<file path="src/rtl/calc1_port_driver.sv">
// Upstream request driver for one calc1 port: serialises an operation onto the
// two-cycle request protocol, waits for the response with a timeout, and returns the result.
module calc1_port_driver #(
  parameter int unsigned TIMEOUT = 16,
  parameter int unsigned LAT_W   = 8
) (
  input  logic             c_clk,
  input  logic             reset,
  input  logic             op_valid,
  output logic             op_ready,
  input  logic [3:0]       op_cmd,
  input  logic [31:0]      op_data1,
  input  logic [31:0]      op_data2,
  output logic [3:0]       req_cmd_out,
  output logic [31:0]      req_data_out,
  input  logic [1:0]       dut_resp,
  input  logic [31:0]      dut_data,
  output logic             res_valid,
  input  logic             res_ready,
  output logic [1:0]       res_resp,
  output logic [31:0]      res_data,
  output logic             res_timeout,
  output logic [LAT_W-1:0] res_latency
);

  typedef enum logic [2:0] {StIdle, StSend1, StSend2, StWait, StDone} state_e;

  localparam logic [LAT_W-1:0] TimeoutCnt = LAT_W'(TIMEOUT);

  state_e             state_q;
  logic [31:0]        data2_q;
  logic [LAT_W-1:0]   lat_q;
  logic [LAT_W-1:0]   lat_d;

  // Counter value including the current WAIT cycle, saturating at all-ones.
  always_comb begin
    lat_d = lat_q;
    if (lat_q != '1) begin
      lat_d = lat_q + 1'b1;
    end
  end

  always_ff @(posedge c_clk) begin
    if (reset) begin
      state_q      <= StIdle;
      data2_q      <= '0;
      lat_q        <= '0;
      op_ready     <= 1'b0;
      req_cmd_out  <= '0;
      req_data_out <= '0;
      res_valid    <= 1'b0;
      res_resp     <= '0;
      res_data     <= '0;
      res_timeout  <= 1'b0;
      res_latency  <= '0;
    end else begin
      unique case (state_q)
        StIdle: begin
          op_ready     <= 1'b1;
          req_cmd_out  <= '0;
          req_data_out <= '0;
          if (op_valid && op_ready) begin
            op_ready <= 1'b0;
            data2_q  <= op_data2;
            if (op_cmd != 4'd0) begin
              state_q      <= StSend1;
              req_cmd_out  <= op_cmd;
              req_data_out <= op_data1;
            end else begin
              // Bypass: nothing goes to calc1, an all-zero result is returned.
              state_q     <= StDone;
              res_valid   <= 1'b1;
              res_resp    <= '0;
              res_data    <= '0;
              res_timeout <= 1'b0;
              res_latency <= '0;
            end
          end
        end
        StSend1: begin
          state_q      <= StSend2;
          req_cmd_out  <= '0;
          req_data_out <= data2_q;
          lat_q        <= '0;
        end
        StSend2: begin
          state_q      <= StWait;
          req_data_out <= '0;
        end
        StWait: begin
          lat_q <= lat_d;
          if (dut_resp != 2'd0) begin
            state_q     <= StDone;
            res_valid   <= 1'b1;
            res_resp    <= dut_resp;
            res_data    <= dut_data;
            res_timeout <= 1'b0;
            res_latency <= lat_d;
          end else if (lat_d == TimeoutCnt) begin
            state_q     <= StDone;
            res_valid   <= 1'b1;
            res_resp    <= '0;
            res_data    <= '0;
            res_timeout <= 1'b1;
            res_latency <= TimeoutCnt;
          end
        end
        StDone: begin
          if (res_ready) begin
            state_q   <= StIdle;
            res_valid <= 1'b0;
            op_ready  <= 1'b1;
          end
        end
        default: state_q <= StIdle;
      endcase
    end
  end

endmodule

</file>
<file path="config.mk">
export PLATFORM = sky130hd
export DESIGN_NAME = calc1_port_driver
export DESIGN_NICKNAME = d
export VERILOG_FILES = /design/src/rtl/calc1_port_driver.sv
export SDC_FILE = /design/constraint.sdc
export NUM_CORES = 1
export LEC_CHECK = 0
export ABC_AREA = 1
export CAP_MARGIN = 20
export CORE_ASPECT_RATIO = 1.1
export CORE_UTILIZATION = 50
export CTS_BUF_LIST = sky130_fd_sc_hd__clkbuf_2
export DETAILED_ROUTE_END_ITERATION = 10
export PLACE_DENSITY = 0.88
export SLEW_MARGIN = 20
export SYNTH_ARGS = -nofsm -noshare
export SYNTH_HDL_FRONTEND = slang
export SYNTH_SLANG_ARGS = --single-unit
export TNS_END_PERCENT = 100
</file>
<file path="constraint.sdc">
create_clock -name c_clk -period 5.56 [get_ports c_clk]
set_input_delay 0.834 -clock c_clk [delete_from_list [all_inputs] [get_ports c_clk]]
set_output_delay 0.834 -clock c_clk [all_outputs]
set_load 0.1 [all_outputs]
</file>
==> reports/results.tsv <==
stage	metric	value	unit
logic_synthesis	synth-compound-area-share	18.3	%
cells_and_area	final_cell_mix	clkdlybuf4s50_1, nand2_1, dfxtp_1, nor2_1, o21ai_0	
timing	period_minus_slack	3.05	ns
clocking	cts_tree	done	
global_routing	antenna_found_initial	0	
cells_and_area	final_cells	979	
clocking	cts.path.max_buffers	2	
cells_and_area	nFillCells	768	
worst_setup_path	critPathBufInv	1	
timing	setup_viol	0	
pwr	clockPowerShare	17.1	%
clocking	cts_sinks	124	
pwr	powerDensity	442	nW/µm²
logic_synthesis	post-synth-top-area-cell	dfxtp_1	
logic_synthesis	ys_ff_latch	124	
pwr	p_sw_share	48.7	%
pwr	p_seq_share	35.5	%
route	firstDrtPassIters	6	
flow_run	cap_violations	0	
logic_synthesis	yosys-mux-area-fraction	0	%
logic_synthesis	synth_nets	785	
cells_and_area	layout_commonest_cell	clkdlybuf4s50_1	
logic_synthesis	synth_area	5210	µm²
logic_synthesis	ys_warn_count	0	
status	status	finished clean	
place	placed_area	7040	µm²
worst_setup_path	cpPeakStageDelay	1.15	ns
timing	skew	0.0375	ns
cells_and_area	num_antenna_cells	0	
floorplan	coreArea	9980	µm²
timing	drv_slew	0	
clocking	cts_setup_buffers	0	
worst_setup_path	path_delay_family	buffers and inverters	
route	detail-route-antenna-nets	0	
clocking	ctsRootBufferMaster	clkbuf_2	
route	wl_per_cell	14.8	µm
worst_setup_path	cp_data_required_time	4.73	ns
timing	tns	0	ns
timing	slew_headroom	30.8	%
route	via_per_inst	5.35	
global_routing	grt-ovfl-total	0	
pwr	power_leakage	2.67	nW
floorplan	start_util	52.2	%
timing	rsz0062_at_grt	false	
floorplan	die_y	109	µm
global_routing	grtUsageTotal	27.1	%
worst_setup_path	worst_path_max_delay_cell	clkdlybuf4s50_1	
pwr	p_sw	0.00157	W
cells_and_area	fin_nets	954	
timing	hold_slack	0.476	ns
timing	max_clock_freq	328	MHz
logic_synthesis	synth_top_family_by_area	simple AND/OR/NAND/NOR gates	
timing	hold_violations	0	
floorplan	die-area	10800	µm²
worst_setup_path	arrival	2.21	ns
route	drc	0	
logic_synthesis	syn_inst	678	
clocking	cts_buffers	17	
clocking	cts.reportedPaths.clkPinSlew	0.21	ns
global_routing	grt_pass1_vias	5068	
timing	fin_crit_sh	54.8	%
clocking	worstSkewPairLatency	0.66	ns
logic_synthesis	syn_area_per_cell	7.68	µm²
logic_synthesis	synth_fa_ha_area_share	0.240	%
worst_setup_path	critical_path.max_fanout	2	
clocking	hold_buffers	0	
worst_setup_path	end_kind	primary output	
floorplan	num_rows	38	
pwr	p_int	0.00165	W
clocking	ctsResizeCount	0	
hold_path	hold_path.class	flop to flop	
place	dpl.hpwl	9920	µm
worst_setup_path	critPathLaunchType	flop	
global_routing	grt_pass1_wl	23300	µm
place	place.gp.congestion	0.869	
pwr	ir_drop	335	µV
logic_synthesis	ys_top_cells_by_area	dfxtp_1, nand2_1, o21ai_0	
route	wl	14500	µm
logic_synthesis	synth_top_area_share	47.7	%
worst_setup_path	cp_cell_sequence	clkdlybuf4s50_1	
floorplan	die_x	99.3	µm
logic_synthesis	yosys.area_share.simple	26.4	%
cells_and_area	final_area	7290	µm²
route	vias	5239	
place	port_buffers	186	
timing	worst_pin_slew	1.03	ns
cells_and_area	syn2layout_area_growth	39.9	%
logic_synthesis	synth_cell_types	31	
floorplan	io_pins	187	
global_routing	grt_start_max_net_pins	65	
logic_synthesis	synthXorXnorAreaFrac	0.336	%
cells_and_area	drive_above_1_share	14.2	%
route	drt_iter0_drc	263	
clocking	htree_levels	4	
cells_and_area	postLayoutCoreUtil	73.0	%
worst_setup_path	critPathKind	flop to primary output	
logic_synthesis	yosysSeqAreaShare	47.7	%
pwr	combPwrFrac	47.3	%
place	post-place-cells	947	
-- per-layer routing --
| layer | vias up | track usage [%] | share of wire [%] |
|---|---|---|---|
| met4 | 0 | 10.8 | 1.9 |
| met3 | 26 | 9.49 | 8.8 |
| met1 | 2425 | 31.1 | 40 |
| met5 | - | 0 | 0 |
| li1 | 2570 | - | - |
| met2 | 218 | 46.3 | 50 |
-- registers in the layout, indices dropped and copies added, names as in the netlist --
| register | cells |
|---|---|
| data2_q | 32 |
| lat_q | 8 |
| op_ready | 1 |
| req_cmd_out | 4 |
| req_data_out | 32 |
| res_data | 32 |
| res_latency | 8 |
| res_resp | 2 |
| res_timeout | 1 |
| res_valid | 1 |
| state_q | 3 |
-- cells in the mapped netlist --
library cell and count:
nand2_1 136, buf_12 3, nand3_1 47, nor2_2 4, o21ai_1 1, nand4_2 1, clkbuf_1 29, and2_4 1
clkinv_1 1, nor2_1 87, o21ai_0 69, xor2_1 1, xnor2_1 1, nand4_1 3, dfxtp_1 124, buf_6 1
a21oi_1 25, o31ai_1 1, nand2_2 33, nor2_4 1, a211oi_1 1, ha_1 1, buf_2 8, inv_1 24
nand2_4 1, a21oi_2 30, inv_2 7, buf_1 1, nand3_2 1, a31oi_1 32, buf_4 3
-- metrics by stage --
stage / total power, W / setup slack [ns]
after floorplan: 0.00234 / 3.29
after global routing: 0.00339 / 2.39
final: 0.00322 / 2.51
after global placement: 0.00264 / 2.63
after detailed placement: 0.00268 / 2.54
after CTS: 0.00322 / 2.48
-- area by class of cell --
class                      instances  area (µm²)  share of cell area (%)
multi-input combinational        477        2370                    32.5
clock buffer                      17        85.1                    1.17
sequential                       124        2480                    34.1
tap                              120         150                    2.06
timing repair buffer             195        1940                    26.6
inverter                          32         120                    1.65
clock inverter                    14         148                    2.03
-- worst register-to-register path, stage by stage, from the launching register on --
cell and delay (ns):
dfxtp_1 0.38, nor2_1 0.15, inv_2 0.09, nor2_2 0.08, buf_4 0.35, inv_2 0.13
nand2_1 0.13, inv_2 0.05, nand2_2 0.71, o21ai_0 0.23, a31oi_1 0.20
-- logic make-up after synthesis --
logic type,after synthesis
AO/OA/AOI/OAI,159
XOR/XNOR,2
adder cells (fa/ha/maj),1
buffers and inverters,77
flip-flops,124
AND/OR/NAND/NOR,315
-- power groups by stage --
| stage | combinational, W | sequential [W] | clock (W) |
|---|---|---|---|
| 4_1_cts | 0.00152 | 0.00114 | 0.000560 |
| 6_report | 0.00152 | 0.00114 | 0.000552 |
| 2_1_floorplan | 0.000626 | 0.00172 | 0 |
| 3_3_place_gp | 0.00148 | 0.00115 | 0 |
| 5_1_grt | 0.00163 | 0.00116 | 0.000603 |
| 3_5_place_dp | 0.00152 | 0.00116 | 0 |
-- path summary, 6_finish.rpt --
| path | startpoint | endpoint | slack (ns) | cells past startpoint |
|---|---|---|---|---|
| worst max register to register | state_q[2]$_SDFFE_PP0P_ | req_data_out[1]$_SDFFE_PP0P_ | 3.00 | 10 |
| worst min register to register | res_latency[0]$_SDFFE_PP0P_ | res_latency[0]$_SDFFE_PP0P_ | 0.48 | 2 |
| worst min-delay path | res_latency[0]$_SDFFE_PP0P_ | res_latency[0]$_SDFFE_PP0P_ | 0.48 | 2 |
| worst max-delay path | res_data[17]$_SDFFE_PP0P_ | res_data[17] | 2.51 | 1 |
Power figures use the tool's default switching activity.
